--- src/rtl/commit_trace_buffer.sv ---
// commit_trace_buffer: captures every retirement from the commit port into a
// show-ahead FIFO drained over valid/ready, checks ROB tag order, and keeps
// commit/drop counters plus sticky overflow and order-error flags.
// The core is never back-pressured: commits that find no space are dropped.
module commit_trace_buffer #(
  parameter int unsigned WIDTH = 31,
  parameter int unsigned REG   = 4,
  parameter int unsigned ROB   = 2,
  parameter int unsigned DEPTH = 8
) (
  input  logic                      clk,
  input  logic                      globalReset,
  input  logic                      validCommit,
  input  logic [ROB:0]              commitRob,
  input  logic [REG:0]              commitReg,
  input  logic                      commitWr,
  input  logic [WIDTH:0]            commitValue,
  input  logic                      redirect,
  output logic                      traceValid,
  input  logic                      traceReady,
  output logic [ROB:0]              traceRob,
  output logic [REG:0]              traceReg,
  output logic                      traceWr,
  output logic [WIDTH:0]            traceValue,
  output logic [$clog2(DEPTH):0]    traceLevel,
  output logic [31:0]               commitCount,
  output logic [15:0]               dropCount,
  output logic                      overflow,
  output logic                      orderError
);

  localparam int unsigned PTRW = $clog2(DEPTH);
  localparam int unsigned LVLW = PTRW + 1;
  localparam int unsigned TAGW = ROB + 1;
  localparam int unsigned EW   = (ROB + 1) + (REG + 1) + 1 + (WIDTH + 1);

  logic [EW-1:0]   mem [DEPTH];
  logic [PTRW-1:0] wrPtr;
  logic [PTRW-1:0] rdPtr;
  logic [TAGW-1:0] expTag;

  logic popEn;
  logic hasSpace;
  logic pushEn;
  logic dropEn;

  // Handshake decode; a pop in the same cycle frees a slot even when full
  always_comb begin
    popEn    = traceValid && traceReady;
    hasSpace = (traceLevel < LVLW'(DEPTH)) || popEn;
    pushEn   = validCommit && hasSpace;
    dropEn   = validCommit && !hasSpace;
  end

  assign traceValid = (traceLevel != '0);
  assign {traceRob, traceReg, traceWr, traceValue} = mem[rdPtr];

  // Entry storage; cleared on reset so the head fields read zero
  always_ff @(posedge clk or posedge globalReset) begin
    if (globalReset) begin
      for (int unsigned i = 0; i < DEPTH; i++) begin
        mem[i] <= '0;
      end
    end else if (pushEn) begin
      mem[wrPtr] <= {commitRob, commitReg, commitWr, commitValue};
    end
  end

  // Pointers and occupancy; simultaneous push and pop leaves the level unchanged
  always_ff @(posedge clk or posedge globalReset) begin
    if (globalReset) begin
      wrPtr      <= '0;
      rdPtr      <= '0;
      traceLevel <= '0;
    end else begin
      if (pushEn) wrPtr <= wrPtr + PTRW'(1);
      if (popEn)  rdPtr <= rdPtr + PTRW'(1);
      case ({pushEn, popEn})
        2'b10:   traceLevel <= traceLevel + LVLW'(1);
        2'b01:   traceLevel <= traceLevel - LVLW'(1);
        default: traceLevel <= traceLevel;
      endcase
    end
  end

  // Commit and drop counters with sticky overflow
  always_ff @(posedge clk or posedge globalReset) begin
    if (globalReset) begin
      commitCount <= '0;
      dropCount   <= '0;
      overflow    <= 1'b0;
    end else begin
      if (pushEn) commitCount <= commitCount + 32'd1;
      if (dropEn) begin
        overflow <= 1'b1;
        if (dropCount != 16'hFFFF) dropCount <= dropCount + 16'd1;
      end
    end
  end

  // Tag order check; resyncs to the observed tag so one fault flags once
  always_ff @(posedge clk or posedge globalReset) begin
    if (globalReset) begin
      expTag     <= '0;
      orderError <= 1'b0;
    end else begin
      if (validCommit && (commitRob != expTag)) orderError <= 1'b1;
      if (redirect) begin
        expTag <= '0;
      end else if (validCommit) begin
        expTag <= commitRob + TAGW'(1);
      end
    end
  end

endmodule

--- config.mk ---
export PLATFORM = sky130hd
export DESIGN_NAME = commit_trace_buffer
export DESIGN_NICKNAME = d
export VERILOG_FILES = /design/src/rtl/commit_trace_buffer.sv
export SDC_FILE = /design/constraint.sdc
export NUM_CORES = 1
export LEC_CHECK = 0
export ABC_CLOCK_PERIOD_IN_PS = 14100
export BUFFER_PORTS_ARGS = -buffer_cell sky130_fd_sc_hd__buf_2
export CAP_MARGIN = 20
export CORE_MARGIN = 2
export CORE_UTILIZATION = 50
export CTS_CLUSTER_DIAMETER = 50
export DETAILED_ROUTE_END_ITERATION = 16
export HOLD_SLACK_MARGIN = 0.08
export PLACE_DENSITY = 0.78
export RECOVER_POWER = 100
export SYNTH_ARGS = -nofsm -noshare
export SYNTH_HDL_FRONTEND = slang
export SYNTH_SLANG_ARGS = --single-unit
--- constraint.sdc ---
create_clock -name clk -period 14.1 [get_ports clk]
set_input_delay 1.41 -clock clk [delete_from_list [all_inputs] [get_ports clk]]
set_output_delay 1.41 -clock clk [all_outputs]
set_load 0.05 [all_outputs]
==> impl_metrics.csv, run 1 <==
group,metric,value,unit
outcome,status,"finished, violations left",
outcome,violations,"max-capacitance violations, max-slew violations",
setup_path,crit_chain,"clkbuf_1 -> mux4_2 -> mux2_2 -> clkbuf_1",
clocking,cts_sinks,391,
sta,report.final.slew_viol_count,576,
logic_synthesis,synthFlopType,"dfrtp_1",
floorplanning,die-height,193,um
clocking,cts_tree,"built",
logic_synthesis,synth.cell_area,17800,um2
logic_synthesis,synthCells,1130,
setup_path,start_kind,"flip-flop",
setup_path,critical_path.max_stage_delay,3.00,ns
setup_path,cp.required,12.69,ns
clocking,worstSkewPairLatency,0.56,ns
grt,wire_length_of_the_first_global_routing_pass,59600,um
clocking,post_cts_resize_count,0,
sta,final.setup_skew,0.0100,ns
setup_path,critical_path.endpoint_type,"primary output",
floorplanning,die_area,37100,um2
floorplanning,num_rows,69,
logic_synthesis,postSynth.asyncResetShare,100,%
route,route.vias.total,10100,
layout,most-common-layout-cells,"389 x dfrtp_1, 320 x mux2_2, 115 x clkbuf_1",
route,finalWirelength,36700,um
layout,drive_above_1_share,41.3,%
sta,tns,0,ns
floorplanning,io-pin-count,142,
layout,synth_to_layout_area_growth,13.2,%
sta,period_minus_slack,8.12,ns
min_path,hold-path-cell-count,1,
min_path,worst_hold_path_type,"flip-flop to flip-flop",
power_and_ir_drop,power_leakage,8.56,nW
logic_synthesis,synth_edf_count,0,
logic_synthesis,synthesis.area_per_instance,15.7,um2
sta,achievable-frequency,0.123,GHz
grt,antenna_found_initial,3,
sta,worst_slew_pin_slew,5.62,ns
clocking,clock_pin_transition_on_the_worst_setup_and_hold_timing_paths,0.06,ns
sta,max-slew-margin-rel,-277,%
clocking,cts_max_path_buffers,3,
route,detail_route.first_pass.iterations,4,
sta,setup_viol,0,
power_and_ir_drop,power.density,268,nW/um2
layout,layout_commonest_cell,"dfrtp_1",
clocking,postCtsHoldBufs,0,
setup_path,critical_path.most_common_cell,"clkbuf_1",
logic_synthesis,synth.yosys.warnings,0,
logic_synthesis,synth_seq_area_share,55.1,%
setup_path,ff2ff_path_depth,6,
floorplanning,effective_utilization_at_floorplan,50.3,%
setup_path,critical_path_arrival,6.71,ns
sta,hold_ws,0.470,ns
setup_path,timing_worst_setup_path_type,"flip-flop to primary output",
job,maxCapViolations,12,
route,antenna_violating_nets_post_route,0,
layout,antennaDiodeCount,0,
placed_design,io_buffers,141,
placed_design,hpwlAfterDp,21100,um
logic_synthesis,post_synth_num_cell_types,38,
route,wl_per_cell,20.8,um
layout,nets,1323,
floorplanning,dieWidth,193,um
floorplanning,floorplan.core_area,35300,um2
sta,final_hold_viol_count,0,
power_and_ir_drop,max-vdd-ir-drop,0.154,mV
logic_synthesis,synth_seq_cells,391,
grt,first_global_vias,10800,
setup_path,timing.critical_path.fanout_max,50,
route,post-route-drc-count,0,
setup_path,cpMaxStageDelayCell,"clkbuf_1",
grt,grt.total_usage,20.7,%
grt,grt-ovfl-total,0,
route,viasPerCell,5.70,
clocking,postCtsSetupRepairBufs,0,
clocking,clock-root-buffer,"clkbuf_16",
placed_design,gp_congestion,0.797,
grt,grt_max_degree,198,
clocking,htree_levels,2,
clocking,cts_buffers,47,
route,initialDrtViolationCount,440,
logic_synthesis,synth.net_count,1185,
sta,timing.final.crit_share,57.6,%
sta,grt_setup_unrepaired,"no",
[report_power, final]
group	internal (W)	total (W)	switching, W
clock network	0.000741	0.00122	0.000481
registers	0.00163	0.00195	0.000319
logic	0.00103	0.00222	0.00119
total	0.00339	0.00539	0.00199
[flip-flops by register name, indices dropped and copies added (netlist names)]
name and count:
dropCount 16, mem 328, rdPtr 3, commitCount 32, traceLevel 4, orderError 1, overflow 1, expTag 3
wrPtr 3
[cell usage after synthesis, types with 2 or more instances]
cell type  instances  area [um2]
nor4_1             4        25.0
mux2_4            40         601
nand4_1           29         181
and4_1             5        43.8
ha_1               8         100
nand3_1           20         100
mux2_2           320        3600
inv_1              7        26.3
xnor2_1           46         403
clkbuf_1          23        86.3
xor2_1            11        96.3
buf_1              4        15.0
and2_1             6        37.5
a21oi_1            2        10.0
nor2_1            13        48.8
nor3b_1            2        15.0
mux2i_1            2        20.0
buf_2             34         170
o21ai_0            2        10.0
and3_1             5        31.3
mux2_1            11         124
nand3b_1           2        15.0
buf_6              8        90.1
or4b_1             2        20.0
nand4b_1           2        17.5
a21o_1             2        15.0
dfrtp_1          391        9780
nand2_1           26        97.6
inv_2              2        7.51
mux4_2            82        1850
nor3_1            12        60.1
[logic make-up after synthesis]
| logic type | count (synthesis) | synth area share, % |
|---|---|---|
| mux | 455 | 34.9 |
| flops | 391 | 55.1 |
| simple gates | 133 | 4.15 |
| buf+inv | 78 | 2.22 |
| xor+xnor | 57 | 2.81 |
| fa+ha+maj | 9 | 0.676 |
| compound gates | 7 | 0.239 |
[routing by layer]
layer | vias up | GRT usage [%] | part of all wire, %
met5 | - | 0 | 0.12
met4 | 6 | 6.22 | 1.7
met3 | 56 | 4.76 | 5.4
met2 | 225 | 32.6 | 47
met1 | 5300 | 28.9 | 45
li1 | 4470 | - | -
[critical path, delay by kind of cell, from the launching register on]
kind	cells	cell delay, ns
muxes	2	1.09
buffers and inverters	2	3.30
DFF	1	1.73
[cell type report]
class / instances / area (um2)
Multi-Input combinational cell: 661 / 7440
Clock inverter: 25 / 278
Inverter: 9 / 35.0
Tap cell: 461 / 577
Sequential cell: 391 / 9790
Clock buffer: 60 / 1320
Timing Repair Buffer: 158 / 681
Fill cell: 2833 / 15200
[per-stage QoR]
| stage | instances | utilization, % | cell area [um2] | total power (W) | worst slack, ns |
|---|---|---|---|---|---|
| 3_5_place_dp | 1679 | 53.4 | 18900 | 0.00428 | 9.71 |
| 4_1_cts | 1764 | 57.9 | 20500 | 0.00553 | 9.11 |
| 2_1_floorplan | 1130 | - | 17800 | 0.00378 | 1.82 |
| 5_1_grt | 1765 | 57.0 | 20100 | 0.00569 | 5.05 |
| 6_report | 1765 | 57.0 | 20100 | 0.00539 | 5.98 |
| 3_3_place_gp | 1678 | 53.4 | 18900 | 0.00420 | 9.75 |
[path summary, 6_finish.rpt]
kind                                           startpoint                     endpoint  slack (ns)
worst min-delay path                 overflow$_DFFE_PP0P_         overflow$_DFFE_PP0P_        0.47
worst min register to register       overflow$_DFFE_PP0P_         overflow$_DFFE_PP0P_        0.47
worst max register to register  traceLevel[3]$_DFFE_PP0P_         mem[140]$_DFFE_PP0P_        9.63
min in group asynchronous                     globalReset  commitCount[13]$_DFFE_PP0P_        2.60
max in group asynchronous                     globalReset         mem[147]$_DFFE_PP0P_        6.66
worst max-delay path                 rdPtr[0]$_DFFE_PP0P_               traceValue[26]        5.98
Power figures use the tool's default switching activity.
==> run 2: changes to the inputs <==
Settings changed: ABC_CLOCK_PERIOD_IN_PS 14100 to 8500.
Clock period 14.1 ns to 8.5 ns, I/O delays scaled along.
==> run 2 against run 1 <==
The run still ends with max-capacitance violations, max-slew violations left. Largest cell class unchanged. Via count is 0.24% higher. Die area stayed put. Final area is 0.78% lower. Non-clock buffer count is 5 higher. Clock-buffer cell count stayed put. First-iteration DRC count is 3.2% lower. Worst hold slack better by 0.0015 ns. Clock skew is 0.00077 ns lower.
==> impl_metrics.csv, run 2 (same netlist as run 1, synthesis figures left out) <==
group,metric,value,unit
outcome,status,"finished, violations left",
outcome,violations,"max-capacitance violations, max-slew violations",
layout,multiInputGateArea,7430,um2
layout,final-seq-area,9790,um2
setup_path,cp.required,7.65,ns
clocking,cts_sinks,391,
power_and_ir_drop,power_leakage,8.50,nW
clocking,cts_max_path_buffers,3,
power_and_ir_drop,swShare,37.4,%
route,post-route-drc-count,0,
placed_design,postPlaceCellArea,18900,um2
layout,most-common-layout-cells,"389 x dfrtp_1, 318 x mux2_2, 120 x clkbuf_1",
job,maxCapViolations,13,
power_and_ir_drop,power.density,437,nW/um2
clocking,clock-root-buffer,"clkbuf_16",
sta,achievable-frequency,0.182,GHz
clocking,postCtsHoldBufs,0,
sta,max-slew-margin-rel,-130,%
grt,globalRouteMet1Util,29.2,%
min_path,timing.hold.worst.start,"orderError$_DFFE_PP0P_",
min_path,hold-path-cell-count,1,
floorplanning,io-pin-count,142,
sta,worst_slew_pin_slew,3.46,ns
route,wl_per_cell,21.0,um
sta,period_minus_slack,5.51,ns
clocking,cts_buffers,44,
setup_path,critical_path.n_buffers_inverters,2,
placed_design,gp_congestion,0.779,
floorplanning,die_area,37100,um2
grt,wire_length_of_the_first_global_routing_pass,59800,um
route,finalWirelength,37000,um
sta,final.setup_skew,0.00927,ns
floorplanning,effective_utilization_at_floorplan,50.3,%
setup_path,reg2reg_from,"traceLevel[3]$_DFFE_PP0P_",
floorplanning,dieWidth,193,um
layout,instances_no_fill,1762,
sta,hold_ws,0.472,ns
clocking,clock_pin_transition_on_the_worst_setup_and_hold_timing_paths,0.06,ns
layout,fillers,2863,
floorplanning,die-height,193,um
sta,final_hold_viol_count,0,
setup_path,reg2reg_to,"mem[136]$_DFFE_PP0P_",
setup_path,critical_path.startpoint,"rdPtr[0]$_DFFE_PP0P_",
floorplanning,floorplan.core_area,35300,um2
grt,antenna_found_initial,2,
min_path,worst_hold_path_type,"flip-flop to flip-flop",
layout,drive_above_1_share,40.3,%
floorplanning,num_rows,69,
route,viasPerCell,5.72,
clocking,worstSkewPairLatency,0.54,ns
layout,reg_top3,"mem x328, commitCount x32, dropCount x16",
grt,globalRouteMet3Util,4.42,%
sta,timing.final.crit_share,64.8,%
layout,regMostFlops,"mem",
clocking,postCtsSetupRepairBufs,0,
placed_design,io_buffers,141,
power_and_ir_drop,part_of_the_power_in_registers,37.2,%
grt,grt-ovfl-total,0,
sta,tns,0,ns
layout,layout_commonest_cell,"dfrtp_1",
clocking,post_cts_resize_count,0,
clocking,htree_levels,2,
grt,grt_most_used_layer,"met2",
layout,finish.instance_area,20000,um2
setup_path,timing_worst_setup_path_type,"flip-flop to primary output",
clocking,cts_tree,"built",
power_and_ir_drop,comb_power_share,41.5,%
power_and_ir_drop,max-vdd-ir-drop,0.364,mV
setup_path,ff2ff_path_depth,6,
route,antenna_violating_nets_post_route,0,
setup_path,critical_path.max_stage_delay,1.87,ns
setup_path,timing.critical_path.max_delay_family,"flip-flops",
setup_path,timing.critical_path.fanout_max,50,
layout,largest_reg_flops,328,
setup_path,critical_path_arrival,4.66,ns
route,detail_route.first_pass.iterations,4,
grt,grt_max_degree,187,
layout,antennaDiodeCount,0,
setup_path,cpMaxStageDelayCell,"dfrtp_1",
layout,nets,1325,
setup_path,r2r_setup_slack,4.25,ns
placed_design,hpwlAfterDp,21500,um
grt,grt.total_usage,20.8,%
route,route.vias.total,10100,
power_and_ir_drop,cellInternalPower,0.00546,W
sta,setup_viol,0,
min_path,timing.hold.worst_endpoint,"orderError$_DFFE_PP0P_",
placed_design,placed_cells,1683,
grt,first_global_vias,10700,
sta,report.final.slew_viol_count,388,
setup_path,critical_path.endpoint_type,"primary output",
power_and_ir_drop,power.clock.fraction,21.2,%
setup_path,crit_chain,"buf_4 -> mux4_2 -> mux2_2 -> clkbuf_1",
sta,grt_setup_unrepaired,"no",
power_and_ir_drop,power_switching,0.00326,W
route,initialDrtViolationCount,426,
setup_path,start_kind,"flip-flop",
grt,grt_use_met2,33.3,%
layout,synth_to_layout_area_growth,12.3,%
-- run 2: per-layer routing --
layer | part of all wire, % | wire (um) | up-vias
met2 | 48 | 17600 | 204
met1 | 45 | 16800 | 5350
met4 | 2.0 | 733 | 4
li1 | - | - | 4465
met5 | 0.068 | 25 | -
met3 | 4.9 | 1830 | 58
-- run 2: per-stage QoR --
stage,setup slack [ns],power [W],util (%)
4_1_cts,4.04,0.00900,57.5
6_report,2.99,0.00873,56.5
2_1_floorplan,2.39,0.00628,-
3_3_place_gp,4.68,0.00697,53.5
3_5_place_dp,4.63,0.00710,53.5
5_1_grt,2.59,0.00922,56.5
-- run 2: final cells by class --
class | instances | area share [%]
Tap cell | 461 | 2.89
Sequential cell | 391 | 49.0
Clock inverter | 17 | 0.802
Multi-Input combinational cell | 661 | 37.2
Timing Repair Buffer | 163 | 3.53
Clock buffer | 60 | 6.32
Inverter | 9 | 0.175
-- run 2: power by group through the flow --
stage               Sequential, W  Clock (W)  Combinational, W
finish                    0.00325    0.00185           0.00363
global route              0.00336    0.00198           0.00388
CTS                       0.00326    0.00190           0.00384
detailed placement        0.00327          0           0.00383
global placement          0.00323          0           0.00374
floorplan                 0.00313          0           0.00315
-- run 2: how the worst max path moves through the flow --
stage	end	slack (ns)	depth (start not counted)
detailed placement	traceValue[8]	4.63	4
CTS	traceValue[25]	4.04	4
finish	traceValue[17]	2.99	4
floorplan	commitCount[0]$_DFFE_PP0P_	2.39	1
global placement	traceValue[11]	4.68	4
global route	traceValue[25]	2.59	4
==> run 3: changes to the inputs <==
Settings changed: ABC_CLOCK_PERIOD_IN_PS 8500 to 4820, PLACE_DENSITY 0.78 to 0.81.
Clock period 8.5 ns to 4.82 ns, I/O delays scaled along.
==> run 3 against run 2 <==
The run still ends with max-capacitance violations, max-slew violations left. Register-to-register slack worse by 3.4 ns. Clock-buffer cell count up 8. Die area stayed put. Global-route usage down 0.057 points. Routed wire length grew 0.77%. Cell count about the same. Sequential power increased by 79%. Non-clock buffer count decreased by 2.
==> impl_metrics.csv, run 3 (same netlist as run 1, synthesis figures left out) <==
group,metric,value,unit
outcome,status,"finished, violations left",
outcome,violations,"max-capacitance violations, max-slew violations",
clocking,cts_sinks,391,
placed_design,postPlaceCellArea,18900,um2
power_and_ir_drop,swShare,37.7,%
power_and_ir_drop,cellInternalPower,0.00961,W
layout,final-seq-area,9790,um2
clocking,worstSkewPairLatency,0.55,ns
sta,timing.final.crit_share,81.5,%
clocking,cts_tree,"built",
setup_path,reg2reg_from,"traceLevel[3]$_DFFE_PP0P_",
grt,grt_max_degree,110,
setup_path,timing.critical_path.fanout_max,41,
grt,grt.total_usage,20.7,%
layout,finish.utilization,56.6,%
route,viasPerCell,5.78,
clocking,clock-root-buffer,"clkbuf_16",
layout,regMostFlops,"mem",
clocking,cts_max_path_buffers,3,
sta,achievable-frequency,0.255,GHz
layout,most-common-layout-cells,"388 x dfrtp_1, 319 x mux2_2, 115 x clkbuf_1",
sta,setup_viol,0,
sta,grt_setup_unrepaired,"no",
grt,wire_length_of_the_first_global_routing_pass,59900,um
route,post-route-drc-count,0,
floorplanning,floorplan.core_area,35300,um2
route,antenna_violating_nets_post_route,0,
job,maxCapViolations,8,
setup_path,critical_path.startpoint,"traceLevel[3]$_DFFE_PP0P_",
route,route.vias.total,10200,
min_path,worst_hold_path_type,"primary input to flip-flop",
sta,final.setup_skew,0.0139,ns
route,finalWirelength,37300,um
layout,layout_commonest_cell,"dfrtp_1",
power_and_ir_drop,max-vdd-ir-drop,0.400,mV
power_and_ir_drop,power.density,771,nW/um2
placed_design,hpwlAfterDp,21400,um
setup_path,critical_path.endpoint_type,"flip-flop",
floorplanning,io-pin-count,142,
layout,largest_reg_flops,328,
route,detail_route.first_pass.iterations,4,
floorplanning,die_area,37100,um2
layout,reg_top3,"mem x328, commitCount x32, dropCount x16",
power_and_ir_drop,power_switching,0.00581,W
layout,synth_to_layout_area_growth,12.5,%
grt,grt-ovfl-total,0,
clocking,clock_pin_transition_on_the_worst_setup_and_hold_timing_paths,0.06,ns
layout,fillers,2812,
floorplanning,die-height,193,um
layout,multiInputGateArea,7440,um2
layout,nets,1323,
power_and_ir_drop,comb_power_share,41.5,%
floorplanning,num_rows,69,
layout,finish.instance_area,20000,um2
route,wl_per_cell,21.1,um
sta,worst_slew_pin_slew,3.17,ns
grt,antenna_found_initial,2,
sta,report.final.slew_viol_count,337,
setup_path,critical_path_arrival,4.34,ns
setup_path,timing_worst_setup_path_type,"flip-flop to flip-flop",
placed_design,gp_congestion,0.796,
setup_path,start_kind,"flip-flop",
floorplanning,dieWidth,193,um
clocking,post_cts_resize_count,0,
placed_design,io_buffers,141,
route,initialDrtViolationCount,453,
clocking,htree_levels,2,
min_path,timing.hold.worst.start,"redirect",
layout,antennaDiodeCount,0,
clocking,cts_buffers,44,
layout,drive_above_1_share,41.2,%
power_and_ir_drop,total_power,0.0154,W
power_and_ir_drop,power.clock.fraction,20.8,%
power_and_ir_drop,power_leakage,8.52,nW
sta,final_hold_viol_count,0,
sta,max-slew-margin-rel,-111,%
floorplanning,effective_utilization_at_floorplan,50.3,%
setup_path,cp.required,5.23,ns
grt,first_global_vias,10900,
sta,period_minus_slack,3.93,ns
power_and_ir_drop,part_of_the_power_in_registers,37.7,%
## run 3: area by class of cell
type,count,share of cell area [%]
Tap cell,461,2.88
Inverter,9,0.175
Sequential cell,391,49.0
Multi-Input combinational cell,661,37.2
Clock buffer,68,6.57
Timing Repair Buffer,161,3.75
Clock inverter,12,0.444
## run 3: power by group through the flow
stage | Sequential [W] | Combinational (W) | Clock [W]
floorplan | 0.00553 | 0.00555 | 0
global placement | 0.00575 | 0.00657 | 0
detailed placement | 0.00586 | 0.00674 | 0
CTS | 0.00582 | 0.00677 | 0.00328
global route | 0.00600 | 0.00683 | 0.00342
finish | 0.00581 | 0.00641 | 0.00321
## run 3: timing repair
| action | in CTS | in global routing |
|---|---|---|
| endpoints found under the hold margin | 25 | 0 |
| hold buffers | 1 | 0 |
| setup buffers | 0 | 0 |
## run 3: worst paths after layout
kind | endpoint | slack (ns) | depth (start not counted)
setup / recovery | mem[171]$_DFFE_PP0P_ | 0.89 | 5
hold / removal | expTag[0]$_DFFE_PP0P_ | 0.14 | 2
setup reg to reg | mem[171]$_DFFE_PP0P_ | 0.89 | 5
hold reg to reg | orderError$_DFFE_PP0P_ | 0.46 | 1
max in group asynchronous | dropCount[10]$_DFFE_PP0P_ | 1.38 | 4
min in group asynchronous | commitCount[4]$_DFFE_PP0P_ | 0.80 | 3
## run 3: layer usage
layer	vias up	wire length (um)	global-route usage, %	share of wire [%]
met5	-	25	0	0.067
met1	5463	16800	29.0	45
met4	4	576	4.73	1.5
met3	56	2040	4.82	5.5
li1	4466	-	-	-
met2	198	17800	33.3	48
## run 3: worst max-delay path, stage by stage, from the launching register on
cell      delay, ns
dfrtp_1        0.40
nor2b_1        0.25
nor2_1         0.22
nand4b_1       0.16
clkbuf_1       2.24
mux2_2         0.49
## run 3: metrics by stage
stage	cells	TNS (ns)	hold slack (ns)	setup slack [ns]
floorplan	1130	-360.46	0.459	-0.922
global placement	1680	0	0.440	1.87
detailed placement	1680	0	0.442	1.85
CTS	1761	0	0.113	1.25
global route	1763	0	0.118	0.702
finish	1763	0	0.142	0.892
